File: src/rtl/capreg_poller.sv
// Wishbone master that periodically scans a 16-bit capture-register bank, clears it with one write,
// and keeps a snapshot plus a sticky irq. Define ACK_TIMEOUT_EN to add the ack timeout and err flag.
module capreg_poller #(
    parameter int ADRBITS = 1,
    parameter int PERIOD  = 1024
`ifdef ACK_TIMEOUT_EN
    ,
    parameter int TOUT    = 15
`endif
) (
    input  logic               wb_clk,
    input  logic               wb_rst,
    input  logic               enable,
    output logic               m_cyc,
    output logic               m_stb,
    output logic               m_we,
    output logic [ADRBITS-1:0] m_adr,
    output logic [15:0]        m_dat_o,
    input  logic [15:0]        m_dat_i,
    input  logic               m_ack,
    input  logic [ADRBITS-1:0] snap_adr,
    output logic [15:0]        snap_dat,
    output logic               irq,
    input  logic               irq_clr,
    output logic               busy,
    output logic               err
);
    localparam int NWORDS = 2 ** ADRBITS;
    localparam int CW     = $clog2(PERIOD);
    localparam logic [CW-1:0]      CNT_MAX  = CW'(PERIOD - 1);
    localparam logic [ADRBITS-1:0] ADR_LAST = ADRBITS'(NWORDS - 1);

    typedef enum logic [2:0] {IDLE, RD, RNEXT, WR, DONE} state_t;

    state_t             state_q, state_d;
    logic [CW-1:0]      cnt_q, cnt_d;
    logic [ADRBITS-1:0] adr_q, adr_d;
    logic [15:0]        acc_q  [NWORDS];
    logic [15:0]        acc_d  [NWORDS];
    logic [15:0]        snap_q [NWORDS];
    logic [15:0]        snap_d [NWORDS];
    logic [15:0]        snap_dat_q, snap_dat_d;
    logic               irq_q, irq_d;
    logic               start_req;
    logic               any_set;
    logic               abort;

    // Start requests are only honoured in IDLE, so a request during a scan is simply lost.
    always_comb begin
        start_req = enable && (cnt_q == CNT_MAX);
        if (!enable || start_req) begin
            cnt_d = '0;
        end else begin
            cnt_d = cnt_q + CW'(1);
        end
    end

    // NOTE: state flops update with non-blocking assignments so every flop samples pre-edge values.
    always_ff @(posedge wb_clk) begin
        if (wb_rst) begin
            state_q <= IDLE;
        end else begin
            state_q <= state_d;
        end
    end

    // NOTE: every combinational output gets a default first, so no path can infer a latch.
    always_comb begin
        state_d = state_q;
        adr_d   = adr_q;
        unique case (state_q)
            IDLE: begin
                if (start_req) begin
                    state_d = RD;
                    adr_d   = '0;
                end
            end
            RD: begin
                if (m_ack) begin
                    state_d = RNEXT;
                end else if (abort) begin
                    state_d = IDLE;
                end
            end
            RNEXT: begin
                // The clear write follows the last read directly to keep the loss window short.
                if (adr_q == ADR_LAST) begin
                    state_d = WR;
                    adr_d   = '0;
                end else begin
                    state_d = RD;
                    adr_d   = adr_q + ADRBITS'(1);
                end
            end
            WR: begin
                if (m_ack) begin
                    state_d = DONE;
                end else if (abort) begin
                    state_d = IDLE;
                end
            end
            DONE:    state_d = IDLE;
            default: state_d = IDLE;
        endcase
    end

    always_comb begin
        m_cyc = (state_q == RD) || (state_q == WR);
        m_stb = m_cyc;
        m_we  = (state_q == WR);
        busy  = (state_q != IDLE);
    end

    always_comb begin
        acc_d = acc_q;
        if (state_q == RD && m_ack) begin
            acc_d[adr_q] = m_dat_i;
        end

        any_set = 1'b0;
        for (int i = 0; i < NWORDS; i++) begin
            any_set = any_set | (acc_q[i] != '0);
        end

        snap_d = snap_q;
        if (state_q == DONE) begin
            snap_d = acc_q;
        end
        snap_dat_d = snap_q[snap_adr];

        // A set in DONE overrides a simultaneous clear.
        irq_d = irq_q;
        if (irq_clr) begin
            irq_d = 1'b0;
        end
        if (state_q == DONE && any_set) begin
            irq_d = 1'b1;
        end
    end

    always_ff @(posedge wb_clk) begin
        if (wb_rst) begin
            cnt_q      <= '0;
            adr_q      <= '0;
            snap_q     <= '{default: '0};
            snap_dat_q <= '0;
            irq_q      <= 1'b0;
        end else begin
            cnt_q      <= cnt_d;
            adr_q      <= adr_d;
            snap_q     <= snap_d;
            snap_dat_q <= snap_dat_d;
            irq_q      <= irq_d;
        end
    end

    // NOTE: the accumulator is not reset; a scan rewrites every word before DONE reads it.
    always_ff @(posedge wb_clk) begin
        acc_q <= acc_d;
    end

`ifdef ACK_TIMEOUT_EN
    localparam int TW = $clog2(TOUT + 1);

    logic [TW-1:0] tout_q, tout_d;
    logic          err_q, err_d;
    logic          waiting;

    always_comb begin
        waiting = ((state_q == RD) || (state_q == WR)) && !m_ack;
        tout_d  = waiting ? tout_q + TW'(1) : '0;
        abort   = waiting && (tout_q == TW'(TOUT - 1));
        err_d   = err_q;
        if (irq_clr) begin
            err_d = 1'b0;
        end
        if (abort) begin
            err_d = 1'b1;
        end
    end

    always_ff @(posedge wb_clk) begin
        if (wb_rst) begin
            tout_q <= '0;
            err_q  <= 1'b0;
        end else begin
            tout_q <= tout_d;
            err_q  <= err_d;
        end
    end

    assign err = err_q;
`else
    assign abort = 1'b0;
    assign err   = 1'b0;
`endif

    assign m_adr    = adr_q;
    assign m_dat_o  = '0;
    assign irq      = irq_q;
    assign snap_dat = snap_dat_q;

endmodule

File: config.mk
export PLATFORM = sky130hd
export DESIGN_NAME = capreg_poller
export DESIGN_NICKNAME = d
export VERILOG_FILES = /design/src/rtl/capreg_poller.sv
export SDC_FILE = /design/constraint.sdc
export NUM_CORES = 1
export LEC_CHECK = 0
export CAP_MARGIN = 20
export CORE_MARGIN = 2
export CORE_UTILIZATION = 45
export CTS_BUF_LIST = sky130_fd_sc_hd__clkbuf_2
export DETAILED_ROUTE_END_ITERATION = 10
export PLACE_DENSITY_LB_ADDON = 0.12
export SKIP_LAST_GASP = 1
export SYNTH_ARGS = -nofsm -noshare
export SYNTH_HDL_FRONTEND = slang
export SYNTH_SLANG_ARGS = --single-unit
File: constraint.sdc
create_clock -name wb_clk -period 2.49 [get_ports wb_clk]
set_clock_uncertainty 0.2 [all_clocks]
set_input_delay 0.249 -clock wb_clk [delete_from_list [all_inputs] [get_ports wb_clk]]
set_output_delay 0.249 -clock wb_clk [all_outputs]
set_load 0.05 [all_outputs]
======== Yosys cells after proc, flatten, opt, wreduce, memory -nomap -nowiden ========
Index checks and enable logic that the tools add are counted.
storage, ports and cells
  register bits ........................... 95
  input bits .............................. 22
  output and inout bits ................... 39
  logic and storage cells ................. 57
cells by class
  add/subtract/negate cells ............... 2
  $lt $le $gt $ge ......................... 3
  equality and inequality tests ........... 8
  mux-type cells .......................... 16
  bitwise gates (word level) .............. 3
  reductions and logical operators ........ 16
operators with widths
  kind                   count
  $mux 16                4
  $bwmux 32              1
  $reduce_bool 16->1     2
  $demux 16 s1           1
  $pmux 3 s4             1
  $add 10x1->10 const B  1
  $eq 10x10->1 const B   1
  $mux 3                 3
  $eq 3x2->1 const B     2
  $ge 2x2->1 const B     2
  $logic_and 1x1->1      4
  $mux 1                 4
  $ne 2x2->1 const B     2
  $not 1->2              2
  $reduce_bool 2->1      2
  $eq 3x1->1 const B     1
  $eq 3x3->1 const B     1
  $logic_not 3->1        1
  $reduce_and 3->1       1
  $reduce_bool 3->1      1
  $logic_or 1x1->1       2
  $lt 2x1->1 const B     1
  $mux 2                 1
  $ne 2x1->1 const B     1
  6 further kinds        6

======== Depth between registers and ports, before layout ========
  depth after elaboration ................. 6
  mapped depth ............................ 6
  mapped depth without buffers ............ 5

======== Worst setup path before layout ========
No wires, ideal clock.
  path kind ............................... register to register
  start point ............................. reg state_q[0]
  end point ............................... reg acc_q[0] (netlist bit), enable pin
  library setup time ...................... 0.413 ns
  arrival ................................. 2.702 ns
  data required time ...................... 1.877 ns
  setup slack ............................. -0.825 ns
  cell stages (with the launch flop) ...... 4
  clock period less this slack ............ 3.315 ns
  cell sequence ........................... dfxtp_1 > nor2b_1 > nand2_1 > nor3b_1
between the ends
  longest elaborated chain between the ends .. 2
ends and longest elaborated chain
  element                 line  RTL
  from (decl)             35    state_t state_q, state_d;
  from (signal assigned)  63    state_q <= state_d;
  $eq 3x1->1              116   if (state_q == RD && m_ack) begin
  $logic_and 1x1->1       116
  to (signal assigned)    159   acc_q <= acc_d;
  to (decl)               38    logic [15:0] acc_q [NWORDS];
No other way between the ends.
A chain may end at the register's enable or synchronous reset.

======== Worst setup path in the final report ========
  start point ............................. reg state_q[0]
  end point ............................... out m_we
between the ends
  longest elaborated chain between the ends .. 1
ends and longest elaborated chain
  element     line  RTL
  $eq 3x2->1  110   m_we = (state_q == WR);
  to (decl)   16    output logic m_we,
No other way between the ends.

==> impl_results.md <==
- ANT cells: 0
- Routed vias: ~2200
- Cells after synthesis: ~330
- Remaining DRCs: 0
- Worst Hold Launch: m_dat_i[5]
- CP Launch Type: flop
- Critical path data required time: 2040 ps
- Starting DRT DRC Count: around 130
- Crit-path max cell delay: 520 ps
- CTS Sinks: 95
- I/O Buffers: 43
- Initial Util: 45.9%
- Global placement routability congestion: 0.742
- Critical path launch point: state_q[0]$_SDFFE_PP0P_
- Post-synth top flop: dfxtp_1
- Cell Count, Final, Fillers Out: between 400 and 500
- Die height: 92.1 um
- Root Buffer: clkbuf_2
- Final setup vio count: 0
- Worst Path Arrival: roughly 1800 ps
- Die W: 92.1 um
- Synth unique cells: 35
- Setup CP Type: reg -> out
- CTS H-tree lvls: 3
- Ys async rst share: 0%
- Core Region: roughly 7600 um2
- Critical-path top delay cell: dlygate4sd2_1
- Vias/cell: 4.70
- Gr ovfl total: 0
- Max Cap Violations: 0
- Peak VDD IR: between 0.3 and 0.4 mV
- CP Max Fanout: 8
- Seq cells post-synth: 95
- Dpl hpwl: between 4000 and 5000 um
- PwrDens: 601 nW/um2
- Most common cell after layout, fill and taps aside: nand2_1
- Die area: 8480 um2
- Status: complete, no violations
- FMAX: roughly 0.44 GHz
- First-pass iteration count of the detailed router: 4
- Largest net degree at the start of global routing: 54
- Clock transition at the registers of the reported paths: around 250 ps
- Syn Area/Cell: between 10 and 15 um2
- Post-CTS Hold Buffers: 0
- Ratio of cells with drive above 1 in the final layout: under 10%
- Setup TNS: 0 ps
- Relative slew slack: a little under a third
- Ys Warns: 0
- Global-route wire length before repair: 9770 um
- CTS Buf Count: 9
- Register area share after synthesis: a little under two thirds
- Gr usage total: 14.7%
- RSZ-0062 raised after global routing: no
- Worst path cell trace: nor2b_2 > and2_1 > dlygate4sd2_1
- Reg-to-Reg Start: state_q[1]$_SDFFE_PP0P_
- Post-synth EDFFs: 32
- Initial antenna violation count: 0
- Most frequent cells in the layout: 70 x nand2_1, 63 x dfxtp_1, 39 x clkdlybuf4s50_1, 34 x a21oi_1, 32 x edfxtp_1
- Clock latency on the worst-skew pair: roughly 510 ps
- Fin crit share: roughly 92%
- NumNets Final: a little under 400
- Clock tree buffer depth: 2
- Min Tclk post-route: 2290 ps
- Drt total wl: ~6000 um
- IO Count: a little over 60
- Dpl cells: 462
- Area growth syn-to-layout: 16.0%
- Worst Max-Slew Pin Slew: around 1000 ps
- Crit end category: primary output
- LEAKAGE: roughly 1.4 nW
- HP Class: in -> reg
- Standard-cell rows: 32
- Wirelength per Cell: around 13 um
- Mapped cell area: approximately 3500 um2
- TritonCTS clock tree: built
- Max Slew Vio Count: 0
- Number of global-route vias before repair: between 2000 and 2500
- Final antenna-violating net count: 0
- Hold Vio Cnt, Final: 0
## logic make-up after synthesis
group / synth area share (%)
multiplexers: 4.58
AND/OR/NAND/NOR: 17.0
adder cells (fa/ha/maj): 0.358
XOR/XNOR: 1.76
other: 0.107
buffers and inverters: 6.09
flip-flops: 63.6
AO/OA/AOI/OAI: 6.52
## worst max-delay path: cells and delay by family (launching register included)
family / cells / cell delay [ps]
flops: 1 / 480
simple gates: 2 / 360
buf+inv: 1 / 520
## metrics by stage
step                      total power (W)  area (um2)  worst slack, ps  utilization [%]  hold slack, ps
final                             0.00244        4050              196             53.3            84.1
after global routing              0.00253        4050             21.0             53.3            28.5
after CTS                         0.00247        4050              130             53.3            36.7
after detailed placement          0.00176        3950              466             52.0             247
after global placement            0.00176        3950              482             52.0             242
after floorplan                   0.00174        3570             16.0                -             148
## timing repair
action | CTS | global route
gates resized for setup | 4 | 0
endpoints found under the setup margin | 4 | 0
setup buffers | 0 | 0
## state kept, by name, summed over array words and instances (netlist names)
signal,flops
acc_q,32
snap_q,32
snap_dat,16
cnt_q,10
state_q,3
irq,1
m_adr,1
## synth_stat cells, types with 2 or more instances
cell type	count	area, um2
nand4_1	3	18.8
nor4_1	8	50.1
and2_1	2	12.5
clkbuf_1	11	41.3
edfxtp_1	32	961
nor3_1	5	25.0
nor3b_1	2	15.0
o31ai_1	2	15.0
xor2_1	5	43.8
nand2b_1	2	12.5
nand3_1	6	30.0
buf_2	5	25.0
a21oi_1	34	170
xnor2_1	2	17.5
nor2_1	28	105
nand2_1	70	263
buf_4	19	143
dfxtp_1	63	1260
mux2i_1	16	160
## metal layers
layer  track usage [%]  wire (um)
met1              22.6       3140
met2              19.8       2540
met3              3.20        275
met4              6.34         31
met5                 0          0
## path summary, 6_finish.rpt
kind / end / slack (ps) / cells past startpoint
setup / recovery: m_we / 200 / 3
hold / removal: acc_q[5]$_DFFE_PP_ / 80 / 1
setup reg to reg: snap_q[23]$_SDFFE_PP0P_ / 440 / 4
hold reg to reg: snap_q[5]$_SDFFE_PP0P_ / 270 / 2
## power by group
| group | total [W] | switching [W] | internal, W |
|---|---|---|---|
| logic | 0.000126 | 0.0000877 | 0.0000385 |
| clock network | 0.000703 | 0.000468 | 0.000235 |
| registers | 0.00161 | 0.00000210 | 0.00160 |
## area by class of cell
class	instances	area, um2
tap	102	128
sequential	95	2220
inverter	1	3.75
clock buffer	11	55.1
fill	690	3550
clock inverter	5	51.3
timing repair buffer	48	463
multi-input combinational	216	1130
Note: power is estimated with default switching activity, not from simulation.
